<file path="config.mk">
export PLATFORM = sky130hd
export DESIGN_NAME = alu_issue_ctrl
export DESIGN_NICKNAME = d
export VERILOG_FILES = /design/src/rtl/alu_pkg.sv /design/src/rtl/alu_cmd_fifo.sv /design/src/rtl/alu_issue_ctrl.sv
export SDC_FILE = /design/constraint.sdc
export NUM_CORES = 1
export LEC_CHECK = 0
export CORE_ASPECT_RATIO = 1.75
export CORE_MARGIN = 5
export CORE_UTILIZATION = 28
export CTS_CLUSTER_SIZE = 8
export DETAILED_ROUTE_END_ITERATION = 10
export DONT_BUFFER_PORTS = 1
export HOLD_SLACK_MARGIN = 0.15
export PLACE_DENSITY = 0.39
export SYNTH_ARGS = -nofsm -noshare
export SYNTH_HDL_FRONTEND = slang
export SYNTH_SLANG_ARGS = --single-unit
export TNS_END_PERCENT = 5
</file>
<file path="constraint.sdc">
create_clock -name clk -period 6.4 [get_ports clk]
set_input_delay 0.32 -clock clk [delete_from_list [all_inputs] [get_ports clk]]
set_output_delay 0.32 -clock clk [all_outputs]
set_load 0.01 [all_outputs]
</file>
<file path="src/rtl/alu_pkg.sv">
// alu_pkg: opcodes, FSM state encoding and opcode legality check shared by the ALU issue controller.
package alu_pkg;
    localparam logic [2:0] OP_AND = 3'b000;
    localparam logic [2:0] OP_OR  = 3'b001;
    localparam logic [2:0] OP_XOR = 3'b010;
    localparam logic [2:0] OP_SLL = 3'b110;
    localparam logic [2:0] OP_SRA = 3'b100;
    localparam logic [2:0] OP_SRL = 3'b101;
    localparam logic [1:0] ST_IDLE  = 2'd0;
    localparam logic [1:0] ST_ISSUE = 2'd1;
    localparam logic [1:0] ST_HOLD  = 2'd2;
    // Only the two encodings with sel1=sel0=1 (011, 111) have no ALU function.
    function automatic logic op_is_legal(input logic [2:0] op);
        return op[1:0] != 2'b11;
    endfunction
endpackage

</file>
<file path="src/rtl/alu_cmd_fifo.sv">
// alu_cmd_fifo: DEPTH-entry command FIFO with combinational head read.
//   clk, rst_n     clock, async active-low reset
//   push, wdata    write the entry (caller guarantees !full)
//   pop, rdata     rdata is the current head; pop advances it (caller guarantees !empty)
//   full, empty    occupancy flags
module alu_cmd_fifo #(
    parameter int DEPTH = 4,
    parameter int DW    = 8
) (
    input  logic          clk,
    input  logic          rst_n,
    input  logic          push,
    input  logic [DW-1:0] wdata,
    input  logic          pop,
    output logic [DW-1:0] rdata,
    output logic          full,
    output logic          empty
);
    localparam int AW = $clog2(DEPTH);
    logic [DW-1:0] mem [DEPTH];
    logic [AW-1:0] wr_ptr, rd_ptr;
    logic [AW:0]   count;
    assign rdata = mem[rd_ptr];
    assign full  = count == (AW+1)'(DEPTH);
    assign empty = count == '0;
    always_ff @(posedge clk or negedge rst_n) begin
        if (!rst_n) begin
            wr_ptr <= '0;
            rd_ptr <= '0;
            count  <= '0;
        end else begin
            if (push) wr_ptr <= wr_ptr + 1'b1;
            if (pop) rd_ptr <= rd_ptr + 1'b1;
            count <= count + {{AW{1'b0}}, push} - {{AW{1'b0}}, pop};
        end
    end
    // Storage needs no reset: reset empties the FIFO through the pointers and count.
    always_ff @(posedge clk) begin
        if (push) mem[wr_ptr] <= wdata;
    end
endmodule

</file>
<file path="src/rtl/alu_issue_ctrl.sv">
// alu_issue_ctrl: queues ALU commands, issues one at a time to an external ALU and returns results.
//   cmd_valid/cmd_ready/cmd_op/cmd_a/cmd_b   command input (valid/ready)
//   alu_in1/alu_in2/alu_sel                  registered operands/select to the ALU
//   alu_out                                  ALU result, sampled ALU_LAT cycles after issue
//   res_valid/res_ready/res_data/res_op/res_err  result output (valid/ready)
module alu_issue_ctrl
    import alu_pkg::*;
#(
    parameter int DEPTH   = 4,
    parameter int ALU_LAT = 1,
    parameter int WIDTH   = 32
) (
    input  logic             clk,
    input  logic             rst_n,
    input  logic             cmd_valid,
    output logic             cmd_ready,
    input  logic [2:0]       cmd_op,
    input  logic [WIDTH-1:0] cmd_a,
    input  logic [WIDTH-1:0] cmd_b,
    output logic [WIDTH-1:0] alu_in1,
    output logic [WIDTH-1:0] alu_in2,
    output logic [2:0]       alu_sel,
    input  logic [WIDTH-1:0] alu_out,
    output logic             res_valid,
    input  logic             res_ready,
    output logic [WIDTH-1:0] res_data,
    output logic [2:0]       res_op,
    output logic             res_err
);
    localparam int CW = ALU_LAT > 1 ? $clog2(ALU_LAT) : 1;
    logic [1:0]       state;
    logic [CW-1:0]    cnt;
    logic             push, pop, full, empty;
    logic [2:0]       h_op;
    logic [WIDTH-1:0] h_a, h_b;
    assign cmd_ready = !full;
    assign push      = cmd_valid && cmd_ready;
    assign pop       = state == ST_IDLE && !empty;
    alu_cmd_fifo #(.DEPTH(DEPTH), .DW(3 + 2 * WIDTH)) u_fifo (
        .clk   (clk),
        .rst_n (rst_n),
        .push  (push),
        .wdata ({cmd_op, cmd_a, cmd_b}),
        .pop   (pop),
        .rdata ({h_op, h_a, h_b}),
        .full  (full),
        .empty (empty)
    );
    always_ff @(posedge clk or negedge rst_n) begin
        if (!rst_n) begin
            state     <= ST_IDLE;
            cnt       <= '0;
            alu_in1   <= '0;
            alu_in2   <= '0;
            alu_sel   <= OP_AND;
            res_valid <= 1'b0;
            res_data  <= '0;
            res_op    <= OP_AND;
            res_err   <= 1'b0;
        end else begin
            case (state)
                ST_IDLE: begin
                    if (pop && op_is_legal(h_op)) begin
                        alu_in1 <= h_a;
                        alu_in2 <= h_b;
                        alu_sel <= h_op;
                        cnt     <= '0;
                        state   <= ST_ISSUE;
                    end else if (pop) begin
                        // Illegal ops bypass the ALU so alu_sel never carries an undefined code.
                        res_data  <= '0;
                        res_op    <= h_op;
                        res_err   <= 1'b1;
                        res_valid <= 1'b1;
                        state     <= ST_HOLD;
                    end
                end
                ST_ISSUE: begin
                    cnt <= cnt + 1'b1;
                    if (cnt == CW'(ALU_LAT - 1)) begin
                        res_data  <= alu_out;
                        res_op    <= alu_sel;
                        res_err   <= 1'b0;
                        res_valid <= 1'b1;
                        state     <= ST_HOLD;
                    end
                end
                ST_HOLD: begin
                    if (res_ready) begin
                        res_valid <= 1'b0;
                        res_err   <= 1'b0;
                        state     <= ST_IDLE;
                    end
                end
                default: state <= ST_IDLE;
            endcase
        end
    end
endmodule

</file>
==> run metrics <==
status completed; Max Buffers Root-to-Sink 3; Max VDD drop 0.270 mV; Clock Sinks 382; largest net degree at the start of global routing 115; Cell Rows 109; Post-Syn Area 14100 µm²; Worst Setup End Kind flop; Synth Area in Compound Gates 2.73%; Worst Reg-to-Reg Cells 6; CTS tree yes; YS warnings 0; Detailed Place HPWL 19100 µm; number of register bits inferred by synthesis 382; gr busiest metal met2; Starting Density 28.1%; Max Cap Viol 0; Yosys cell types 31; synthesized area per cell 18.1 µm²; Reg2Reg Setup Slack 3.10 ns; Final Util 34.8%; Final Hold Fails 0; most common cell after layout, fill and taps aside edfxtp_1; sequential element share of the synthesized area 77.2%; num ports 208; RSZ-0062 raised after global routing no; Die Wd 180 µm; Iter 0 DRT Violations 251; Synth Area in Adders 1.03%; Critical Path Fanout Max 69; H-tree Lvls 2; ANT nets after route 0; Post-Place Worst Slack 2.98 ns; met3 Use GR 3.46%; worst r2r src u_fifo.rd_ptr[0]$_DFFE_PN0P_; hold_sp cmd_valid; multiplexer share of the synthesized area 11.3%; TNS Setup 0 ns; post-synthesis simple-gate area fraction 5.86%; critical path required time 6.83 ns; commonest cells after routing, fill and taps aside edfxtp_1, nand2_1, dfrtp_1; layout cells sized above 1 15.9%; filler cell count 4857; first-pass GRT wire length 52600 µm; Setup WS post-layout 3.10 ns; PD cells 501 nW/µm²; Clock Root Buffer clkbuf_16; xor and xnor area share after synthesis 0.310%; Cells after Synth 782; Max Clk Rate 303 MHz; worst hold-check path type input pin to flop; crit path launch type flop; Core Region 50200 µm²; Worst-path clk slew 0.05 ns; Routed WL per cell 21.5 µm; antenna violations before repair 0; Worst Tran Pin Value 1.15 ns; Routed WL 34700 µm; Die Y 307 µm; GRT met2 Usage 23.0%; headroom to the max-slew limit 23.2%; Leak 0.00646 µW; die area 55200 µm²; GR Overflow Total 0; period utilization 51.5%; vias per cell 4.42; hold endpoint u_fifo.mem[0][64]$_DFFE_PP_; main combinational cell family by area after synthesis multiplexers; Worst-Skew Late Latency 0.56 ns; syn_nets 896; Fin Hold WS 0.311 ns; GPL Wtd Cong 0.701; met1 GRT Util 14.1%; Critical Path AT 3.73 ns; setup bufs post-CTS 0; Slew Viols, Final 0; Final Skew 0.0157 ns; DRC viols 0; Worst Setup SP u_fifo.rd_ptr[0]$_DFFE_PN0P_; post-layout min period 3.30 ns; vias in the first global route 8087; final net count 1025; CTS buffer count 53; final setup violation count 0; Layout area overhead 23.5%; Crit Path Class flop to flop; Hold Path Stages 1; RR Endpoint res_op[2]$_DFFE_PN0P_; DRT Pass-1 Iters 4; port bufs 0; GRT Util Overall 12.5%; DR vias 7154; # diodes 0
[worst max-delay path: stages, from the launching register on]
cell and delay [ns]:
dfrtp_4 0.87, mux4_2 0.67, a21o_4 0.24, buf_4 0.43, o211ai_2 0.19, buf_4 0.37, mux2_2 0.38
[stage by stage]
stage / cell area, µm² / power [µW] / cells
after detailed placement: 14900 / 6280 / 1420
after CTS: 17400 / 9000 / 1618
after floorplan: 14100 / 5490 / 782
after global routing: 17400 / 9340 / 1618
final: 17400 / 8740 / 1618
after global placement: 14900 / 6260 / 1420
[state kept, by name, summed over array words and instances, names as in the netlist]
signal         flops
res_err            1
alu_in2           32
state              2
alu_sel            3
u_fifo.count       3
cnt                1
res_op             3
res_data          32
u_fifo.rd_ptr      2
u_fifo.mem       268
res_valid          1
alu_in1           32
u_fifo.wr_ptr      2
[layout make-up]
class,count,area (µm²),share of cell area [%]
sequential,382,10900,62.5
timing repair buffer,113,1120,6.43
multi-input combinational,352,3040,17.4
clock buffer,94,1490,8.54
inverter,9,33.8,0.194
tap,666,833,4.78
clock inverter,2,17.5,0.100
[how the worst max path moves through the flow]
stage                                       endpoint  slack (ns)
final                          res_op[2]$_DFFE_PN0P_        3.10
after global routing           res_op[2]$_DFFE_PN0P_        2.85
after CTS                      res_op[2]$_DFFE_PN0P_        2.96
after detailed placement       res_op[2]$_DFFE_PN0P_        2.98
after global placement         res_op[2]$_DFFE_PN0P_        3.01
after floorplan           u_fifo.mem[0][0]$_DFFE_PP_        3.70
[where the power goes]
group / total [µW] / internal (µW) / leakage (µW) / switching [µW]
Clock: 2560 / 1550 / 0.000717 / 1010
Combinational: 2180 / 918 / 0.00185 / 1260
Sequential: 4000 / 3410 / 0.00389 / 594
Total: 8740 / 5870 / 0.00646 / 2860
[logic make-up after synthesis]
logic type,count (synthesis)
AOI/OAI and AO/OA,47
and+or+nand+nor,214
muxes,75
adders and majority gates,11
buffers and inverters,48
DFF,382
xor gates and xnor gates,5
[cell usage after synthesis, drive strengths merged]
cell	n	area [µm²]
nand3	1	5.00
o21ai	3	15.0
clkbuf	21	78.8
ha	10	125
mux4	67	1510
nand2	197	739
buf	18	114
mux2i	1	10.0
a21o	2	15.0
xnor2	5	43.8
fa	1	20.0
mux2	7	78.8
dfrtp	114	2850
a211oi	1	7.51
nor2	6	22.5
inv	9	33.8
nand2b	1	6.26
a221o	1	10.0
or3	1	6.26
a22oi	1	7.51
nor2b	1	6.26
a21oi	3	15.0
and3	5	31.3
a22o	32	280
and2	1	6.26
edfxtp	268	8050
nor3	1	5.00
o31ai	3	22.5
o211ai	1	12.5
[routing by layer]
| layer | up-vias | wire length (µm) |
|---|---|---|
| met5 | - | 0 |
| met4 | 0 | 764 |
| met3 | 50 | 2280 |
| met2 | 210 | 18700 |
| met1 | 3696 | 13000 |
| li1 | 3198 | - |
[what timing repair did]
action                                 CTS  global route
endpoints found under the hold margin  424             0
hold buffers                           102             0
gates resized for setup                  0             0
Power figures use the tool's default switching activity.
